===== config.mk =====
export PLATFORM = sky130hd
export DESIGN_NAME = vga_sync_decoder
export DESIGN_NICKNAME = d
export VERILOG_FILES = /design/src/rtl/vga_sync_decoder.sv
export SDC_FILE = /design/constraint.sdc
export NUM_CORES = 1
export LEC_CHECK = 0
export ABC_CLOCK_PERIOD_IN_PS = 2400
export CORE_MARGIN = 3
export CORE_UTILIZATION = 46
export DETAILED_ROUTE_END_ITERATION = 8
export PLACE_DENSITY = 0.79
export SETUP_SLACK_MARGIN = 0.05
export SLEW_MARGIN = 20
export SYNTH_ARGS = -nofsm -noshare
export SYNTH_HDL_FRONTEND = slang
export SYNTH_SLANG_ARGS = --single-unit

===== constraint.sdc =====
create_clock -name clock25Mhz -period 2.4 [get_ports clock25Mhz]
set_input_delay 0.48 -clock clock25Mhz [delete_from_list [all_inputs] [get_ports clock25Mhz]]
set_output_delay 0.48 -clock clock25Mhz [all_outputs]
set_load 0.02 [all_outputs]

===== src/rtl/vga_sync_decoder.sv =====
// VGA sync decoder: receive-side counterpart of a VGA timing generator.
// Recovers horizontal/vertical position from active-low hSync/vSync,
// checks line and frame timing against the parameters, and while locked
// emits one registered pixel per clock with its column/row coordinates.
//
// Ports:
//   clock25Mhz                 pixel clock, all logic on its rising edge
//   reset                      asynchronous, active-high reset
//   hSync, vSync               active-low sync inputs
//   redIN, greenIN, blueIN     8-bit pixel data inputs
//   column, row                coordinates of the current output pixel
//   redOUT, greenOUT, blueOUT  registered pixel data, 0 when not valid
//   pixelValid                 output pixel lies in the active area
//   frameStart                 one-clock pulse coincident with pixel (0,0)
//   locked                     high while timing is locked
//   errorCount                 saturating count of timing errors
module vga_sync_decoder #(
  parameter int H_ACTIVE = 640,
  parameter int H_SYNC   = 96,
  parameter int H_BACK   = 48,
  parameter int H_TOTAL  = 800,
  parameter int V_ACTIVE = 480,
  parameter int V_SYNC   = 2,
  parameter int V_BACK   = 33,
  parameter int V_TOTAL  = 525
) (
  input  logic       clock25Mhz,
  input  logic       reset,
  input  logic       hSync,
  input  logic       vSync,
  input  logic [7:0] redIN,
  input  logic [7:0] greenIN,
  input  logic [7:0] blueIN,
  output logic [9:0] column,
  output logic [9:0] row,
  output logic [7:0] redOUT,
  output logic [7:0] greenOUT,
  output logic [7:0] blueOUT,
  output logic       pixelValid,
  output logic       frameStart,
  output logic       locked,
  output logic [7:0] errorCount
);

  localparam logic [9:0] H_START = 10'(H_SYNC + H_BACK);
  localparam logic [9:0] H_END   = 10'(H_SYNC + H_BACK + H_ACTIVE - 1);
  localparam logic [9:0] V_START = 10'(V_SYNC + V_BACK);
  localparam logic [9:0] V_END   = 10'(V_SYNC + V_BACK + V_ACTIVE - 1);
  localparam logic [9:0] H_LINE  = 10'(H_TOTAL);
  localparam logic [9:0] V_LAST  = 10'(V_TOTAL - 1);
  localparam logic [9:0] CNT_MAX = 10'h3FF;

  typedef enum logic [1:0] {
    SEARCH = 2'd0,
    CHECK  = 2'd1,
    LOCKED = 2'd2
  } state_t;

  function automatic logic [9:0] sat_inc10(input logic [9:0] v);
    return (v == CNT_MAX) ? v : v + 10'd1;
  endfunction

  function automatic logic [7:0] sat_inc8(input logic [7:0] v);
    return (v == 8'hFF) ? v : v + 8'd1;
  endfunction

  state_t     state;
  state_t     state_nx;
  logic       err_inc;
  logic       hsync_p0;
  logic       vsync_p0;
  logic [9:0] hcnt;
  logic [9:0] vcnt;
  logic       vpend;

  logic h_fall;
  logic v_fall;
  logic frame_bnd;
  logic line_err;
  logic frame_err;
  logic loss_err;
  logic h_win;
  logic v_win;

  // A vSync fall on the same clock as the hSync fall closes the frame
  // immediately; a mid-line fall is remembered until the next hSync fall.
  assign h_fall    = hsync_p0 & ~hSync;
  assign v_fall    = vsync_p0 & ~vSync;
  assign frame_bnd = vpend | v_fall;

  assign line_err  = h_fall && (hcnt != H_LINE);
  assign frame_err = h_fall && frame_bnd && (vcnt != V_LAST);
  // Flags only on the clock the counter steps onto its ceiling.
  assign loss_err  = !h_fall && (hcnt == CNT_MAX - 10'd1);

  assign h_win = (hcnt >= H_START) && (hcnt <= H_END);
  assign v_win = (vcnt >= V_START) && (vcnt <= V_END);

  // lineErr outranks the others; any error costs one increment.
  always_comb begin
    state_nx = state;
    err_inc  = 1'b0;
    unique case (state)
      SEARCH: begin
        if (h_fall && frame_bnd) state_nx = CHECK;
      end
      CHECK: begin
        if (line_err || loss_err) begin
          state_nx = SEARCH;
          err_inc  = 1'b1;
        end else if (h_fall && frame_bnd) begin
          if (frame_err) err_inc  = 1'b1;
          else           state_nx = LOCKED;
        end
      end
      LOCKED: begin
        if (line_err || frame_err || loss_err) begin
          state_nx = SEARCH;
          err_inc  = 1'b1;
        end
      end
      default: state_nx = SEARCH;
    endcase
  end

  // Stage p0: sync edge detection, position counters, lock state
  always_ff @(posedge clock25Mhz or posedge reset) begin
    if (reset) begin
      hsync_p0   <= 1'b1;
      vsync_p0   <= 1'b1;
      hcnt       <= '0;
      vcnt       <= '0;
      vpend      <= 1'b0;
      state      <= SEARCH;
      locked     <= 1'b0;
      errorCount <= '0;
    end else begin
      hsync_p0 <= hSync;
      vsync_p0 <= vSync;
      if (h_fall) begin
        hcnt  <= 10'd1;
        vcnt  <= frame_bnd ? 10'd0 : sat_inc10(vcnt);
        vpend <= 1'b0;
      end else begin
        hcnt <= sat_inc10(hcnt);
        if (v_fall) vpend <= 1'b1;
      end
      state  <= state_nx;
      locked <= (state_nx == LOCKED);
      if (err_inc) errorCount <= sat_inc8(errorCount);
    end
  end

  // Stage p1: registered pixel output, one clock behind the sampled input
  always_ff @(posedge clock25Mhz or posedge reset) begin
    if (reset) begin
      column     <= '0;
      row        <= '0;
      redOUT     <= '0;
      greenOUT   <= '0;
      blueOUT    <= '0;
      pixelValid <= 1'b0;
      frameStart <= 1'b0;
    end else if ((state == LOCKED) && h_win && v_win) begin
      pixelValid <= 1'b1;
      column     <= hcnt - H_START;
      row        <= vcnt - V_START;
      redOUT     <= redIN;
      greenOUT   <= greenIN;
      blueOUT    <= blueIN;
      frameStart <= (hcnt == H_START) && (vcnt == V_START);
    end else begin
      pixelValid <= 1'b0;
      redOUT     <= '0;
      greenOUT   <= '0;
      blueOUT    <= '0;
      frameStart <= 1'b0;
    end
  end

endmodule


==> results.toml <==
[outcome]
status = "finished clean"

[worst_setup_path]
r2r_setup_slack_ps = 180
crit_fanout = 4
end_kind = "register"
timing.reg2reg.worst_path_depth = 8
r2r-end = "locked$_DFF_PP0_"
worstPathArrival_ps = 2460
crit_type = "reg2reg"
crit_path_start_kind = "register"
r2r_start = "hcnt[0]$_DFFE_PP0P_"
cp.required_ps = 2630

[sta]
min_period_ps = 2220
fin_tns_setup_ps = 0
finalWorstSetupSlack_ps = 175
rsz0062_at_grt = "no"
finalSetupViolCount = 0
hold_viol_final = 0
max_slew_margin_pct = 56.4
clock_skew_ps = 9.64
worst_slew_pin_slew_ps = 651
fmax_mhz = 449
slew_viol_final = 0
finalCritPeriodShare_pct = 92.7

[power]
p_per_area_mw_per_mm2 = 590
irDropWorstVdd_uv = 417
power.static_leakage_uw = 0.00228

[route]
wl_per_cell_um = 15.2
routed_via_density = 5.27
ant_nets = 0
wl_um = 8380
first_pass_iters = 4
via_count = 2901
route.detailed.drc = 0
first_iter_violations = 122

[cts]
clock_path_buffers = 2
post_cts.repair.setup_buffers = 0
cts.clk_slew.worst_paths_ps = 90
ctsResizeCount = 0
cts.sinks = 80
root_buffer = "clkbuf_8"
holdBufCountCts = 0
htree_levels = 3
insertion_delay_ps = 360
cts_tree = "yes"
cts_buffers = 9

[place]
pre_cts_slack_ps = 40.3
dpl.hpwl_um = 6140
routabilityCongestion = 0.892
io_buffers = 82
dp_cells = 534

[synthesis]
syn_area_mm2 = 0.00390
yosys-top-cells-area = "dfrtp_1, mux2_4, ha_1, and2_1, xnor2_1"
async_flop_share_pct = 100
yosys.area.top_type = "dfrtp_1"
synth_ff_type = "dfrtp_1"
avgSynthCellArea_um2 = 11.2
synth_seq_cells = 80
synth.distinct_cells = 53
synth_edf_count = 0
synth_seq_area_share_pct = 51.3
synth_top_area_share_pct = 50.0
syn-instance-count = 348
ys_warn_count = 0
syn_nets = 391

[global_routing]
overflow = 0
grt_max_degree = 45
grt_pass1_wl_um = 14400
antenna_found_initial = 0
grt_pass1_vias = 3004
grtUsageTotal_pct = 18.3

[hold_path]
hold-path-endpoint = "errorCount[7]$_DFFE_PP0P_"
whs_path_depth = 1
min_path_type = "reg2reg"
min_from = "errorCount[7]$_DFFE_PP0P_"

[floorplanning]
die_width_um = 98.1
rows = 32
initial_utilization_pct = 49.0
fp.dieH_um = 98.1
die_area_mm2 = 0.00963
coreArea_mm2 = 0.00797
num_io_pins = 83

[layout]
final_cell_mix = "clkdlybuf4s50_1, dfrtp_1, and2_1"
final_cells = 550
drive_gt1_share_pct = 16.1
synthToLayoutAreaGrowth_pct = 31.0
nNetsFinal = 486
final_common_cell = "clkdlybuf4s50_1"
n_antenna_cell = 0

[run]
drv_cap = 0
[state kept, by name (all words and copies together), names as in the netlist, 2 cells and up]
register	count
blueOUT	8
column	10
greenOUT	8
vcnt	10
hcnt	10
redOUT	8
state	2
row	10
errorCount	8
[cell usage after synthesis, drive strengths merged, types with 2 or more instances]
cell and count:
dfrtp 78, and2 28, nand2 21, mux2 20, nor2 19, xnor2 16
ha 15, nand3 13, o21ai 13, buf 12, inv 12, nor3 10
a21oi 9, clkbuf 7, o31ai 7, xor2 7, nor2b 6, a211oi 5
and3 5, or3 5, nand4 4, or2 4, or4 4, a31oi 2
a41oi 2, and4 2, and4b 2, dfstp 2, mux2i 2, nand4b 2
nor4b 2
[worst max-delay path, stage by stage (launching register included)]
cell and delay (ps):
dfrtp_1 430, inv_1 130, ha_1 160, nor4b_4 240, buf_4 160, a41o_1 230, nand2_1 70, or2_2 300
a2111oi_0 390
[where the power goes]
part	leakage (uW)	internal [uW]	total (uW)	switching [uW]
sequential	0.00109	1420	1520	104
clock	0.0000895	415	952	537
combinational	0.00109	266	544	278
total	0.00228	2100	3020	919
[worst max-delay path by stage]
stage | from | endpoint | slack [ps] | cells after the start
floorplan | vcnt[0]$_DFFE_PP0P_ | vcnt[5]$_DFFE_PP0P_ | 370 | 8
global placement | hSync | locked$_DFF_PP0_ | 120 | 6
detailed placement | hSync | errorCount[4]$_DFFE_PP0P_ | 40 | 7
CTS | hcnt[0]$_DFFE_PP0P_ | row[5]$_DFFE_PP0P_ | 80 | 8
global route | hcnt[0]$_DFFE_PP0P_ | column[2]$_DFFE_PP0P_ | 40 | 8
finish | hcnt[0]$_DFFE_PP0P_ | locked$_DFF_PP0_ | 180 | 8
[kinds of logic (layout without fill, tap and decap cells)]
logic type	Yosys count	after routing	synth area share (%)
buffers and inverters	31	131	3.97
and+or+nand+nor	130	130	18.8
muxes	22	22	7.53
adders and majority gates	15	15	4.81
AOI/OAI and AO/OA	47	47	8.43
xor gates and xnor gates	23	23	5.16
DFF	80	80	51.3
[routing by layer]
layer	global-route usage (%)	vias to the layer above	part of all wire, %
met3	2.64	19	4.0
met2	30.9	77	51
met4	8.30	0	2.5
li1	-	1389	-
met1	23.4	1416	42
met5	0	-	0
[per-stage QoR]
step,instance area (um2),utilization [%],power (uW),hold WS [ps]
final,5120,64.2,3020,506
after floorplan,3910,-,1840,484
after global placement,4920,61.7,2050,473
after global routing,5120,64.2,3190,523
after CTS,5100,64.1,3030,509
after detailed placement,4920,61.7,2080,495
[area by class of cell]
cell class | count | area, um2
sequential | 80 | 2000
timing repair buffer | 103 | 995
multi-input combinational | 237 | 1750
clock inverter | 6 | 50.0
fill | 629 | 2850
clock buffer | 10 | 138
tap | 102 | 128
inverter | 12 | 48.8
(Power assumes the default switching activity.)
==> RTL edit 1: new RTL, same flow settings <==
Make the reset (`reset`) synchronous in 2 clocked blocks. Comments in the files are not updated.
--- a/src/rtl/vga_sync_decoder.sv
+++ b/src/rtl/vga_sync_decoder.sv
@@ -126,3 +126,3 @@
   // Stage p0: sync edge detection, position counters, lock state
-  always_ff @(posedge clock25Mhz or posedge reset) begin
+  always_ff @(posedge clock25Mhz) begin
     if (reset) begin
@@ -154,3 +154,3 @@
   // Stage p1: registered pixel output, one clock behind the sampled input
-  always_ff @(posedge clock25Mhz or posedge reset) begin
+  always_ff @(posedge clock25Mhz) begin
     if (reset) begin
Formal check against the unedited RTL: differs if reset is asserted again (counterexample within 4 cycles, from zero or initial values and one cycle with reset high); with reset held inactive, the same outputs for 10 cycles.
==> RTL edit 1 against the original RTL <==
Area after synthesis down 3.3%. Routed wire length fell by 0.79%. Setup slack gained 36 ps. Via count rose by 3.8%. Sequential share of layout area shrank 6.2 points. Core utilization decreased by 2.3 points. Sequential cell count did not move. Die area shrank 3.1%. Design area fell by 5.0%. Global-route usage shrank 0.66 points. Clock skew is 0.72 ps higher. Critical endpoint is now blueOUT[6]$_SDFF_PP0_. Largest cell class is now multi-input gates.
Power is not compared: it rests on default switching activity, and its combinational part moved more than twofold at a synthesized area within 25%.
==> RTL edit 1: results (changes against the original RTL) <==
result of the run - finished clean
total iterations of the first detailed-routing run - 4 (unchanged)
Skew-Pair Late Insertion Delay - 350 ps
synthesized netlist cell count - 391 (+12%)
number of fill cells in the layout - 681 (+8.3%)
multiplexer share of the synthesized area - 4.34% (-3.2 points)
most common library cells after synthesis - dfxtp_1 (80), nor2_1 (36), and2_1 (26)
gp weighted congestion - 0.848 (-4.9%)
top area cells in the synthesized netlist - dfxtp_1 (42%), ha_1 (5.0%), and2_1 (4.3%), xnor2_1 (3.7%), nor2_1 (3.6%)
post-detailed-placement half-perimeter wirelength - 6.03 mm (-1.8%)
maximum level of the CTS H-tree - 3 (unchanged)
Clock Path Buffers - 2 (unchanged)
number of diodes added for antenna fixing - 0 (unchanged)
combined flip-flop and latch cell area - 1600 um2 (-20%)
Fin Clk Skew - 10.4 ps (+0.718 ps)
Yosys cell types - 55 (+3.8%)
fraction of final layout cells sized beyond drive strength 1 - 12.3% (-3.8 points)
count of non-filler cells in the finished layout - 581 (+5.6%)
placed insts - 564 (+5.6%)
most frequently used flop master after synthesis - dfxtp_1
xor/xnor cell area share of the yosys netlist - 5.33% (+0.18 points)
count of cells resized by post-cts repair - 0 (unchanged)
Adder-Cell Fraction of Synth Area - 4.97% (+0.16 points)
transition time of the tightest slew-check pin - 731 ps (+79.6 ps)
fraction of power spent switching nets - 23.3%
total nets after synthesis - 434 (+11%)
Arrival @ worst endpoint - 2480 ps (+20 ps)
number of buffers inserted to repair setup after CTS - 0 (unchanged)
post-synthesis compound-gate area fraction - 12.1% (+3.6 points)
first-pass GRT wire length - 13.8 mm (-4.4%)
clock-pin slew reported for the worst setup and hold paths after clock tree synthesis - 80 ps
WL final - 8.31 mm (-0.79%)
Hold/Removal Path Class - reg -> reg
highest net fanout along the worst path - 13 (+9)
initial antenna violation count - 0 (unchanged)
maximum vdd drop - 382 uV
portion of the post-synthesis area used by sequential elements - 42.4% (-8.9 points)
dpl cell area - 4650 um2 (-5.5%)
post-DR vias/cell - 5.18 (-1.8%)
number of global-route vias before repair - 2971 (-1.1%)
worst setup slack before clock tree synthesis - 107 ps (+67.1 ps)
gr usage total - 17.7% (-0.66 points)
async set or reset register ratio after synthesis - 0% (-100 points)
LEAKAGE - 1.77 nW
Yosys warning total - 0 (unchanged)
NumNets Final - 517 (+6.4%)
largest net degree at the start of global routing - 28 (-38%)
number of port buffers - 82 (unchanged)
root buffer cell - clkbuf_8
total clock buffers created by CTS - 9 (unchanged)
First DRT Iteration DRCs - 136 (+11%)
==> RTL edit 1: area by class of cell <==
cell class | count | share of cell area [%]
Clock buffer | 11 | 2.91
Tap cell | 102 | 2.63
Sequential cell | 80 | 33.0
Multi-Input combinational cell | 275 | 39.9
Timing Repair Buffer | 97 | 19.5
Inverter | 11 | 0.850
Clock inverter | 5 | 1.31
==> RTL edit 1: power groups by stage <==
stage / Combinational (mW) / Sequential [mW] / Clock [mW]
after floorplan: 0.0858 / 1.38 / 0
after global placement: 0.153 / 1.38 / 0
after detailed placement: 0.159 / 1.38 / 0
after CTS: 0.159 / 1.35 / 1.05
after global routing: 0.176 / 1.35 / 1.11
final: 0.159 / 1.35 / 1.02
==> RTL edit 1: routing by layer <==
layer	track usage (%)	up-vias	part of all wire (%)
li1	-	1515	-
met1	21.5	1382	43
met3	7.28	5	9.1
met2	28.2	108	47
met5	0	-	0
met4	6.05	0	0.41
==> RTL edit 1: final timing paths <==
check	cells after the start	endpoint	startpoint	slack, ps
setup / recovery	7	blueOUT[6]$_SDFF_PP0_	hcnt[4]$_SDFFE_PP0P_	210
hold / removal	2	column[2]$_SDFFE_PP0P_	column[2]$_SDFFE_PP0P_	500
setup reg to reg	7	blueOUT[6]$_SDFF_PP0_	hcnt[4]$_SDFFE_PP0P_	210
hold reg to reg	2	column[2]$_SDFFE_PP0P_	column[2]$_SDFFE_PP0P_	500
==> RTL edit 1: critical path, cell delays in order, from the launching register on <==
cell       delay (ps)
dfxtp_1           420
inv_1             140
ha_1              240
nand2b_1          140
a2111oi_1         100
nor4_4            440
nor2b_2           470
and2_1            190
==> RTL edit 2: new RTL, same settings <==
Without the edit above. Change the parameter `H_TOTAL` from 800 to 400.
--- a/src/rtl/vga_sync_decoder.sv
+++ b/src/rtl/vga_sync_decoder.sv
@@ -20,3 +20,3 @@
   parameter int H_BACK   = 48,
-  parameter int H_TOTAL  = 800,
+  parameter int H_TOTAL  = 400,
   parameter int V_ACTIVE = 480,
Check against the original RTL: no difference found for any inputs over 10 cycles, from zero or initial values and one cycle with reset high; that may be too few to reach the edited logic, so the function may still have changed.
==> RTL edit 2 against the original RTL <==
Non-clock buffer count grew 3. Routed wire length fell by 3.7%. Design area is essentially flat. Via count decreased by 1.9%. Combinational power up 7.7%. Critical path depth is 1 lower. Die area is 2.0% lower. Setup slack got worse by 18 ps. Sequential cell count unchanged. Total power is 3.0% higher. Synthesized cell count is 1.4% lower. Area after synthesis decreased by 2.2%. Clock skew is 0.92 ps higher. Largest cell class unchanged. Highest routed layer unchanged.
==> RTL edit 2: results (changes against the original RTL) <==
result of the run - finished clean
Worst slew margin - 61.0% (+4.6 points)
final clock period utilization by the worst path - 93.4% (+0.73 points)
xor/xnor cell area share of the yosys netlist - 6.42% (+1.3 points)
Met1 Wirelength - 3.53 mm (about the same)
first-pass GRT wire length - 14.0 mm (-3.0%)
Worst Hold Slack - 489 ps (-16.7 ps)
count of vias placed by the detailed router - 2847 (-1.9%)
maximum vdd drop - 612 uV (+47%)
placed insts - 532 (-0.37%)
fraction of final layout cells sized beyond drive strength 1 - 13.4% (-2.6 points)
origin of the critical flop-to-flop path - vcnt[1]$_DFFE_PP0P_
met2 Track Usage GR - 29.1% (-1.9 points)
Arrival @ worst endpoint - 2490 ps (+30 ps)
routed len/inst - 14.7 um (-3.6%)
post-detailed-placement half-perimeter wirelength - 5.90 mm (-3.9%)
multiplexer share of the synthesized area - 6.42% (-1.1 points)
number of buffers inserted to repair setup after CTS - 0 (unchanged)
gp weighted congestion - 0.878 (-1.6%)
total nets after synthesis - 385 (-1.5%)
P_sw - 0.924 mW (+0.55%)
post-DR vias/cell - 5.19 (-1.7%)
Fin Clk Skew - 10.6 ps (+0.917 ps)
total clock buffers created by CTS - 9 (unchanged)
dpl cell area - 4870 um2 (-0.87%)
worst setup slack before clock tree synthesis - 15.8 ps (-24.5 ps)
number of global-route vias before repair - 2875 (-4.3%)
met3 routing resource usage after global routing - 3.30% (+0.66 points)
Reg2Reg Capture Point - errorCount[1]$_DFFE_PP0P_
portion of the post-synthesis area used by sequential elements - 52.5% (+1.1 points)
largest net degree at the start of global routing - 47 (+4.4%)
Power Dens Cells - 608 nW/um2 (+3.0%)
average instance area after synthesis - 11.1 um2 (-0.75%)
most common library cells after synthesis - dfrtp_1 (78), and2_1 (26), nor2_1 (23)
met1 GRT Util - 23.9% (+0.50 points)
Adder-Cell Fraction of Synth Area - 4.59% (-0.22 points)
Hold Path End - row[7]$_DFFE_PP0P_
routed length on met3 - 345 um (+3.9%)
post-synthesis compound-gate area fraction - 7.44% (-0.99 points)
Combinational Power - 0.586 mW (+7.7%)
gr usage total - 18.1% (-0.19 points)
Hold Startpoint - row[7]$_DFFE_PP0P_
First DRT Iteration DRCs - 88 (-28%)
Register-to-Register Path Depth - 7 (-1)
top area cells in the synthesized netlist - dfrtp_1 (51%), ha_1 (4.6%), xor2_1 (4.4%), and2_1 (4.3%), mux2_1 (3.8%)
met2 WL post-DR - 4.03 mm (-6.5%)
Yosys cell types - 54 (+1.9%)
-- RTL edit 2: cell types whose count changed in the layout (fill, tap and decap cells not counted), moves of 3 or more --
| cell | change |
|---|---|
| mux2_1 | +13 |
| xor2_1 | +12 |
| nand3_1 | -6 |
| a211oi_1 | -4 |
| nor2b_1 | -5 |
| mux2_4 | -13 |
| nor4_1 | +4 |
| xnor2_1 | -7 |
| o31ai_1 | -4 |
| nor2_1 | +4 |
| nand4_1 | +3 |
| or4_1 | -3 |
-- RTL edit 2: layout make-up --
type                       instances  area (um2)
inverter                          14        56.3
fill                             653        2770
clock buffer                       9         124
multi-input combinational        231        1670
tap                              102         128
timing repair buffer             106        1060
clock inverter                     7        80.1
sequential                        80        2000
-- RTL edit 2: worst max-delay path, stage by stage, from the launching register on --
cell      delay, ps
dfrtp_1         390
inv_1           100
ha_1            150
nor4bb_1        410
nand4_1         240
a211oi_4        420
nor2_1          130
mux2_2          300
